File: src/rtl/i2s_buf_sched_pkg.sv
// Shared types and constants for the I2S double-buffer DMA sequencer.
// Status bit positions are shared with the APB register block.
package i2s_buf_sched_pkg;

   typedef enum logic [2:0] {
      ST_IDLE   = 3'd0,
      ST_SELECT = 3'd1,
      ST_ARM    = 3'd2,
      ST_REQ    = 3'd3,
      ST_WAIT   = 3'd4,
      ST_RETIRE = 3'd5
   } state_e;

   localparam int BEAT_BYTES = 8;

   localparam int STAT_A_VALID  = 0;
   localparam int STAT_B_VALID  = 1;
   localparam int STAT_CUR_BUF  = 2;
   localparam int STAT_BUSY     = 3;
   localparam int STAT_UNDERRUN = 4;
   localparam int STAT_W        = 5;

   function automatic int burst_bytes(input int beats);
      return beats * BEAT_BYTES;
   endfunction

endpackage

File: src/rtl/i2s_buf_sched_if.sv
// Read-request channel between the buffer sequencer (master) and the MIC read engine (slave).
interface i2s_buf_sched_if #(
   parameter int ADDR_W = 32
);
   logic              req_valid;
   logic              req_ready;
   logic [ADDR_W-1:0] req_addr;
   logic [7:0]        req_beats;
   logic              rd_done;

   modport master (
      output req_valid,
      output req_addr,
      output req_beats,
      input  req_ready,
      input  rd_done
   );

   modport slave (
      input  req_valid,
      input  req_addr,
      input  req_beats,
      output req_ready,
      output rd_done
   );
endinterface

File: src/rtl/i2s_buf_sched.sv
// Double-buffer (A/B) DMA sequencer: walks the current buffer in fixed bursts,
// one request outstanding, then retires it, swaps buffers and pulses irq_edge.
module i2s_buf_sched
   import i2s_buf_sched_pkg::*;
#(
   parameter int ADDR_W      = 32,
   parameter int BUF_BYTES   = 4096,
   parameter int BURST_BEATS = 8,
   parameter int FREE_W      = 8
) (
   input  logic               clk,
   input  logic               reset,
   input  logic               enable,
   input  logic [ADDR_W-1:0]  buf_a_addr,
   input  logic [ADDR_W-1:0]  buf_b_addr,
   input  logic               set_a_valid,
   input  logic               set_b_valid,
   input  logic               clr_underrun,
   input  logic [FREE_W-1:0]  fifo_free,
   i2s_buf_sched_if.master    bus,
   output logic               a_valid,
   output logic               b_valid,
   output logic               cur_buf,
   output logic               busy,
   output logic               underrun,
   output logic               irq_edge
);

   localparam int                BURST_BYTES = burst_bytes(BURST_BEATS);
   localparam int                OFF_W       = $clog2(BUF_BYTES) + 1;
   localparam logic [OFF_W-1:0]  OFF_STEP    = OFF_W'(BURST_BYTES);
   localparam logic [OFF_W-1:0]  OFF_END     = OFF_W'(BUF_BYTES);
   localparam logic [ADDR_W-1:0] ALIGN_MASK  = ~ADDR_W'(BURST_BYTES - 1);
   localparam logic [FREE_W-1:0] FREE_MIN    = FREE_W'(BURST_BEATS);

   state_e             r_state;
   logic [OFF_W-1:0]   r_offset;
   logic               r_cur_buf;
   logic               r_busy;
   logic               r_req_valid;
   logic [ADDR_W-1:0]  r_req_addr;
   logic               r_irq;
   logic               r_a_valid;
   logic               r_b_valid;
   logic               r_underrun;

   logic               w_cur_valid;
   logic [ADDR_W-1:0]  w_cur_base;
   logic [OFF_W-1:0]   w_off_next;
   logic               w_retire;
   logic               w_underrun_set;

   assign w_cur_valid    = r_cur_buf ? r_b_valid : r_a_valid;
   assign w_cur_base     = (r_cur_buf ? buf_b_addr : buf_a_addr) & ALIGN_MASK;
   assign w_off_next     = r_offset + OFF_STEP;
   assign w_retire       = (r_state == ST_RETIRE);
   assign w_underrun_set = (r_state == ST_SELECT) && enable && !w_cur_valid;

   // Buffer valid flags and sticky underrun; a set pulse beats a same-cycle clear.
   always_ff @(posedge clk or posedge reset) begin
      if (reset) begin
         r_a_valid  <= 1'b0;
         r_b_valid  <= 1'b0;
         r_underrun <= 1'b0;
      end else begin
         if (set_a_valid) begin
            r_a_valid <= 1'b1;
         end else if (w_retire && !r_cur_buf) begin
            r_a_valid <= 1'b0;
         end else begin
            r_a_valid <= r_a_valid;
         end

         if (set_b_valid) begin
            r_b_valid <= 1'b1;
         end else if (w_retire && r_cur_buf) begin
            r_b_valid <= 1'b0;
         end else begin
            r_b_valid <= r_b_valid;
         end

         if (w_underrun_set) begin
            r_underrun <= 1'b1;
         end else if (clr_underrun) begin
            r_underrun <= 1'b0;
         end else begin
            r_underrun <= r_underrun;
         end
      end
   end

   // Sequencer FSM with registered request, busy and irq outputs.
   always_ff @(posedge clk or posedge reset) begin
      if (reset) begin
         r_state     <= ST_IDLE;
         r_offset    <= '0;
         r_cur_buf   <= 1'b0;
         r_busy      <= 1'b0;
         r_req_valid <= 1'b0;
         r_req_addr  <= '0;
         r_irq       <= 1'b0;
      end else begin
         r_irq <= 1'b0;
         case (r_state)
            ST_IDLE: begin
               r_offset <= '0;
               if (enable) begin
                  r_state <= ST_SELECT;
                  r_busy  <= 1'b1;
               end else begin
                  r_busy  <= 1'b0;
               end
            end
            ST_SELECT: begin
               if (!enable) begin
                  r_state  <= ST_IDLE;
                  r_busy   <= 1'b0;
                  r_offset <= '0;
               end else if (w_cur_valid) begin
                  r_state <= ST_ARM;
               end else begin
                  r_state <= ST_SELECT;
               end
            end
            ST_ARM: begin
               if (!enable) begin
                  r_state  <= ST_IDLE;
                  r_busy   <= 1'b0;
                  r_offset <= '0;
               end else if (fifo_free >= FREE_MIN) begin
                  r_state     <= ST_REQ;
                  r_req_valid <= 1'b1;
                  r_req_addr  <= w_cur_base + ADDR_W'(r_offset);
               end else begin
                  r_state <= ST_ARM;
               end
            end
            ST_REQ: begin
               // The request is never withdrawn, even if enable drops meanwhile.
               if (bus.req_ready) begin
                  r_state     <= ST_WAIT;
                  r_req_valid <= 1'b0;
               end else begin
                  r_state <= ST_REQ;
               end
            end
            ST_WAIT: begin
               if (bus.rd_done) begin
                  if (w_off_next == OFF_END) begin
                     r_state  <= ST_RETIRE;
                     r_offset <= w_off_next;
                  end else if (enable) begin
                     r_state  <= ST_ARM;
                     r_offset <= w_off_next;
                  end else begin
                     r_state  <= ST_IDLE;
                     r_busy   <= 1'b0;
                     r_offset <= '0;
                  end
               end else begin
                  r_state <= ST_WAIT;
               end
            end
            ST_RETIRE: begin
               r_cur_buf <= ~r_cur_buf;
               r_offset  <= '0;
               r_irq     <= 1'b1;
               if (enable) begin
                  r_state <= ST_SELECT;
                  r_busy  <= 1'b1;
               end else begin
                  r_state <= ST_IDLE;
                  r_busy  <= 1'b0;
               end
            end
            default: begin
               r_state     <= ST_IDLE;
               r_busy      <= 1'b0;
               r_req_valid <= 1'b0;
               r_offset    <= '0;
            end
         endcase
      end
   end

   assign bus.req_valid = r_req_valid;
   assign bus.req_addr  = r_req_addr;
   assign bus.req_beats = 8'(BURST_BEATS);

   assign a_valid  = r_a_valid;
   assign b_valid  = r_b_valid;
   assign cur_buf  = r_cur_buf;
   assign busy     = r_busy;
   assign underrun = r_underrun;
   assign irq_edge = r_irq;

endmodule
File: src/flat_wrapper.sv
// flat-port wrapper written by rule: the top's interface ports become plain ports
module i2s_buf_sched_flat import i2s_buf_sched_pkg::*;
#(
   parameter int ADDR_W      = 32,
   parameter int BUF_BYTES   = 4096,
   parameter int BURST_BEATS = 8,
   parameter int FREE_W      = 8
)
  (clk, reset, enable, buf_a_addr, buf_b_addr, set_a_valid, set_b_valid, clr_underrun, fifo_free, a_valid, b_valid, cur_buf, busy, underrun, irq_edge, bus_req_valid, bus_req_addr, bus_req_beats, bus_req_ready, bus_rd_done);
  i2s_buf_sched_if #(.ADDR_W(ADDR_W)) bus_i ();
  input  logic clk;
  input  logic reset;
  input  logic enable;
  input  logic [ADDR_W-1:0] buf_a_addr;
  input  logic [ADDR_W-1:0] buf_b_addr;
  input  logic set_a_valid;
  input  logic set_b_valid;
  input  logic clr_underrun;
  input  logic [FREE_W-1:0] fifo_free;
  output logic a_valid;
  output logic b_valid;
  output logic cur_buf;
  output logic busy;
  output logic underrun;
  output logic irq_edge;
  output wire logic [$bits(bus_i.req_valid)-1:0] bus_req_valid;
  output wire logic [$bits(bus_i.req_addr)-1:0] bus_req_addr;
  output wire logic [$bits(bus_i.req_beats)-1:0] bus_req_beats;
  input wire logic [$bits(bus_i.req_ready)-1:0] bus_req_ready;
  input wire logic [$bits(bus_i.rd_done)-1:0] bus_rd_done;
  assign bus_req_valid = bus_i.req_valid;
  assign bus_req_addr = bus_i.req_addr;
  assign bus_req_beats = bus_i.req_beats;
  assign bus_i.req_ready = bus_req_ready;
  assign bus_i.rd_done = bus_rd_done;
  i2s_buf_sched #(.ADDR_W(ADDR_W), .BUF_BYTES(BUF_BYTES), .BURST_BEATS(BURST_BEATS), .FREE_W(FREE_W)) u_core (.clk(clk), .reset(reset), .enable(enable), .buf_a_addr(buf_a_addr), .buf_b_addr(buf_b_addr), .set_a_valid(set_a_valid), .set_b_valid(set_b_valid), .clr_underrun(clr_underrun), .fifo_free(fifo_free), .bus(bus_i), .a_valid(a_valid), .b_valid(b_valid), .cur_buf(cur_buf), .busy(busy), .underrun(underrun), .irq_edge(irq_edge));
endmodule
File: config.mk
export PLATFORM = sky130hd
export DESIGN_NAME = i2s_buf_sched_flat
export DESIGN_NICKNAME = d
export VERILOG_FILES = /design/src/rtl/i2s_buf_sched_pkg.sv /design/src/rtl/i2s_buf_sched_if.sv /design/src/rtl/i2s_buf_sched.sv /design/src/flat_wrapper.sv
export SDC_FILE = /design/constraint.sdc
export NUM_CORES = 1
export LEC_CHECK = 0
export CAP_MARGIN = 20
export CORE_ASPECT_RATIO = 1.75
export CORE_UTILIZATION = 39
export CTS_BUF_LIST = sky130_fd_sc_hd__clkbuf_8 sky130_fd_sc_hd__clkbuf_16
export DETAILED_ROUTE_END_ITERATION = 8
export PLACE_DENSITY = 0.73
export SLEW_MARGIN = 15
export SYNTH_ARGS = -nofsm -noshare
export SYNTH_HDL_FRONTEND = slang
export SYNTH_SLANG_ARGS = --single-unit
File: constraint.sdc
create_clock -name clk -period 5.24 [get_ports clk]
set_clock_uncertainty 0.05 [all_clocks]
set_input_delay 1.048 -clock clk [delete_from_list [all_inputs] [get_ports clk]]
set_output_delay 1.048 -clock clk [all_outputs]
set_load 0.005 [all_outputs]
=== After elaboration in Yosys (flattened, before gate mapping) ===
Index checks and enable logic that the tools add are counted.

* Magnitude comparators: 1
* Divide/modulo/power cells: 0
* Reductions and logical operators: 17
* Eq/ne operators: 13
* Muxes and demuxes: 34
* Bitwise gates (word level): 3
* Add/subtract/negate cells: 2
* Shift-type cells: 0
* Multiply operators: 0

{| class="wikitable"
|+ Operators by type and width
! operator !! number
|-
| 13-bit 2-to-1 mux || 4
|-
| 13-bit one-hot mux with 3 select lines || 1
|-
| 32-bit by 13-bit adder with 32-bit output || 1
|-
| 32-bit 2-to-1 mux || 1
|-
| 3-bit 2-to-1 mux || 6
|-
| 3-bit one-hot mux with 6 select lines || 1
|-
| 1-bit 2-to-1 mux || 17
|-
| 13-bit by 7-bit adder with 13-bit output (second input constant) || 1
|-
| 13-bit equality test (second input constant) || 1
|-
| 2-bit inequality test (second input constant) || 6
|-
| 3-bit AND reduction || 3
|-
| 8-bit by 4-bit >= comparator with 1-bit output (second input constant) || 1
|-
| 3-bit by 2-bit equality test with 1-bit output (second input constant) || 2
|-
| 3-bit equality test (second input constant) || 2
|-
| 2-bit nonzero test || 3
|-
| 1-bit logical AND || 4
|-
| 2-bit 2-to-1 mux || 2
|-
| 1-bit one-hot mux with 4 select lines || 1
|-
| 4-bit AND reduction || 1
|-
| 2-bit OR reduction || 2
|-
| 4-bit OR reduction || 1
|-
| 3-bit by 1-bit equality test with 1-bit output (second input constant) || 1
|-
| 3-bit zero test || 1
|-
| 1-bit inverter || 3
|-
| other kinds (3) || 4
|}

* Memories kept: 0
* Register bits: 55
* Bits of input ports: 80
* Output and inout port bits: 47
* ROM bits: 0
* Logic and storage cells: 80
* Bits in latches: 0
* Memory bits (writable): 0

=== Logic depth before layout (Yosys ltp) ===
* Depth in word-level cells: 5
* Gate-level depth with buffers: 14
* Mapped depth without buffers: 9

=== Least setup slack after synthesis ===
No wires, ideal clock.

* Kind: register -> register
* Start point: reg u_core.r_cur_buf (netlist: u_core.cur_buf)
* End point: reg u_core.r_req_addr[14] (netlist: u_core.bus.req_addr[14])
* Setup time: 124 ps
* Clock period less this slack: 3540 ps
* Data required time: 5066 ps
* Data arrival time: 3366 ps
* Stages on the path, launching flop included: 15
* Setup slack: 1700 ps
* Cell sequence: dfrtp_1 buf_6 buf_4 buf_4 buf_2 buf_4 mux2_2 ha_1 fa_1 a211oi_1 o211ai_2 nand3b_1 xor2_1 nor3b_1 a211o_1

* Longest elaborated chain between the ends: 2

{| class="wikitable"
|+ RTL lines
! element !! RTL line !! RTL
|-
| start, declared || i2s_buf_sched.sv:38 || <nowiki>logic r_cur_buf;</nowiki>
|-
| start signal, assigned || i2s_buf_sched.sv:165 || <nowiki>r_cur_buf <= ~r_cur_buf;</nowiki>
|-
| 32-bit 2-to-1 mux || i2s_buf_sched.sv:54 || <nowiki>assign w_cur_base = (r_cur_buf ? buf_b_addr : buf_a_addr) & ALIGN_MASK;</nowiki>
|-
| 32-bit by 13-bit adder with 32-bit output || i2s_buf_sched.sv:133 || <nowiki>r_req_addr <= w_cur_base + ADDR_W'(r_offset);</nowiki>
|-
| end signal, assigned || i2s_buf_sched.sv:133 ||
|-
| end, declared || i2s_buf_sched.sv:41 || <nowiki>logic [ADDR_W-1:0] r_req_addr;</nowiki>
|}

No other way between the ends.
A chain may end at the register's enable or synchronous reset.

=== Worst setup path after layout ===
* Start point: in buf_b_addr[6]
* End point: reg u_core.r_req_addr[14] (netlist: u_core.bus.req_addr[14])

* Longest elaborated chain between the ends: 2

{| class="wikitable"
|+ RTL lines
! element !! RTL line !! RTL
|-
| start, declared || flat_wrapper.sv:15 || <nowiki>input logic [ADDR_W-1:0] buf_b_addr;</nowiki>
|-
| 32-bit 2-to-1 mux || i2s_buf_sched.sv:54 ||
|-
| 32-bit by 13-bit adder with 32-bit output || i2s_buf_sched.sv:133 ||
|}

No other way between the ends.

==> flow_summary.ini <==
[sta]
setup_viol = 0
hold_ws_ps = 428
period_share_pct = 67.5
slew_headroom_pct = 48.4
finalCriticalPeriod_ps = 3540
worst_pin_slew_ps = 774
tns_ps = 0
slew_violations = 0
fin_ws_ps = 1700
fmax_mhz = 283
hold_violations = 0
rsz0062_at_grt = false

[setup_path]
startpoint_type = primary input
path_max_fanout = 6
endpoint_kind = flip-flop
crit_required_ps = 5370
worst_ep_arrival_time_ps = 3670
critPathKind = primary input to flip-flop

[logic_synthesis]
yosys_warnings = 0
synthArstFlopShare_pct = 100
synth_ff_type = dfrtp_1
synth_compound_area_share_pct = 19.4
syn-mean-instance-area_um2 = 8.88
yosys.area_share.simple_pct = 19.8
ys_ff_latch = 43
synth_top_family_by_area = simple AND/OR/NAND/NOR gates
syn_inst = 360
ys_seq_area_share_pct = 33.7
synthesis.area_um2 = 3200
synth-xor-area-share_pct = 6.58
synthAdderAreaFrac_pct = 3.76
ys_types = 62
synth_mux_area_share_pct = 9.24
synth-edff-count = 0

[routing]
drtPass1Iterations = 4
wirelength_mm = 8.24
vias = 2949
drtAntennaViolNets = 0
drc = 0
drtIter0Drc = 171
routedWlPerCell_um = 15.3
viasPerCell = 5.47

[power]
comb_power_share_pct = 43.9
leakage_uw = 0.00178
p_clk_share_pct = 24.2
power_density_nw_per_um2 = 385
ir_drop_mv = 0.203
switching_share_pct = 33.0
p_int_uw = 1120
p_sw_uw = 551
seqPwrFrac_pct = 31.9

[finish]
antenna_cells = 0
area_delta_synth_final_pct = 35.9
nNetsFinal = 537
final_cells = 539
layout-drive-gt1-share_pct = 7.57

[floorplanning]
die_w_um = 70.4
die_h_um = 122
start_util_pct = 40.4
coreArea_um2 = 7910
dieArea_um2 = 8580
io_pins = 127
placementRows = 43

[placement]
dp.cells = 531
gp_congestion = 0.855
hpwl_mm = 6.28
post-place-ws_ps = 1410
portBuffers = 97

[clocking]
cts_made_buffers = 5
clockBufferDepth = 2
clk_pin_slew_worst_paths_ps = 60
cts_resized = 0
root_buffer = clkbuf_16
cts_setup_buffers = 0
cts_hold_buf = 0
cts_sinks = 43
cts_tree = done
htreeDepth = 2
clock_latency_ps = 290

[global_routing]
grt_pass1_vias = 2883
antenna_found_initial = 0
grt_max_degree = 51
grt_usage_pct = 19.9
grt_pass1_wl_mm = 13.5
overflow = 0

[flow_run]
drv_cap = 0

[min_path]
hold_class = flip-flop to flip-flop

[status]
status = finished, final reports clean
power groups by stage:
stage	sequential (uW)	combinational, uW	clock, uW
after floorplan	519	436	0
after detailed placement	541	739	0
after global placement	536	727	0
after global routing	553	815	419
final	534	734	404
after CTS	534	742	410
cells by family (layout without fill, tap and decap cells):
kind of cell,count (synthesis),count (layout)
AOI/OAI and AO/OA,92,92
muxes,28,28
xor gates and xnor gates,24,24
and+or+nand+nor,121,121
buffers and inverters,41,118
DFF,43,43
adders and majority gates,9,9
other,2,14
worst paths after layout:
check,from,to,slack (ps),cells after the start
min,u_core.bus.req_addr[29]$_DFFE_PP0P_,u_core.bus.req_addr[29]$_DFFE_PP0P_,430,2
min reg2reg,u_core.bus.req_addr[29]$_DFFE_PP0P_,u_core.bus.req_addr[29]$_DFFE_PP0P_,430,2
min in group asynchronous,reset,u_core.bus.req_addr[20]$_DFFE_PP0P_,1150,3
max,buf_b_addr[6],u_core.bus.req_addr[14]$_DFFE_PP0P_,1700,10
max reg2reg,u_core.cur_buf$_DFFE_PP0P_,u_core.bus.req_addr[20]$_DFFE_PP0P_,1940,9
max in group asynchronous,reset,u_core.cur_buf$_DFFE_PP0P_,3550,3
layout make-up:
class,instances,area [um2]
fillers,755,3560
clock inverters,3,63.8
multi-input cells,288,1930
clock buffers,5,125
inverters,9,33.8
repair buffers,101,1000
flip-flops and latches,43,1080
well taps,90,113
metrics by stage:
step                utilization [%]  total power (uW)  cell area, um2
global route                   54.9              1790            4340
detailed placement             52.5              1280            4160
finish                         54.9              1670            4340
global placement               52.5              1260            4160
CTS                            54.9              1690            4340
floorplan                         -               956            3240
registers in the layout, indices dropped and copies added (netlist names):
| signal | flops |
|---|---|
| u_core.underrun | 1 |
| u_core.busy | 1 |
| u_core.bus.req_addr | 26 |
| u_core.cur_buf | 1 |
| u_core.irq_edge | 1 |
| u_core.r_offset | 7 |
| u_core.r_state | 3 |
| u_core.b_valid | 1 |
| u_core.a_valid | 1 |
| u_core.bus.req_valid | 1 |
layer usage:
metal / wire [um] / GRT usage (%) / vias up
met1: 3200 / 22.0 / 1373
met4: 208 / 9.50 / 0
met3: 391 / 2.89 / 14
met2: 4440 / 36.5 / 111
met5: 0 / 0 / -
li1: - / - / 1451
cells in the final DEF (no fill, tap or decap), types with 3 or more instances in the layout:
cell type	instances
clkbuf_16	5
nand2_1	47
nand3b_1	7
nor2b_1	5
mux2i_1	16
inv_1	9
o2111ai_1	3
nand3_1	14
o21ai_0	29
o31ai_1	3
o211ai_1	5
mux2_2	12
nor2_1	17
a21oi_1	11
o311ai_0	3
clkdlybuf4s50_1	97
conb_1	14
nor3b_2	3
dfrtp_1	42
o21a_1	3
o21ai_1	4
ha_1	8
nand4_1	4
a21o_1	6
nor3_1	6
xnor2_1	14
xor2_1	10
or3_1	5
buf_4	4
cells in the mapped netlist (4+ instances only):
cell type | number | share of area, %
clkbuf_1 | 8 | 0.94
nor2_1 | 17 | 2.0
nand3b_1 | 7 | 1.6
o211ai_1 | 5 | 1.2
or3_1 | 5 | 0.98
o21ai_1 | 4 | 0.63
mux2i_1 | 16 | 5.0
ha_1 | 8 | 3.1
xor2_1 | 10 | 2.7
a21oi_1 | 11 | 1.7
buf_2 | 4 | 0.63
dfrtp_1 | 43 | 34
nand2_1 | 47 | 5.5
nor3_1 | 6 | 0.94
xnor2_1 | 14 | 3.8
inv_1 | 9 | 1.1
buf_4 | 18 | 4.2
a21o_1 | 6 | 1.4
nand3_1 | 14 | 2.2
o21ai_0 | 29 | 4.5
mux2_2 | 12 | 4.2
nor2b_1 | 5 | 0.98
nand4_1 | 4 | 0.78
worst max-delay path, stage by stage:
cell             delay, ps
clkdlybuf4s50_1        400
mux2_2                 270
ha_1                   220
fa_1                   440
a211oi_1               360
o211ai_2               240
nand3b_1               170
xor2_1                 170
nor3b_1                 70
a211o_1                280
(Power assumes the default switching activity.)
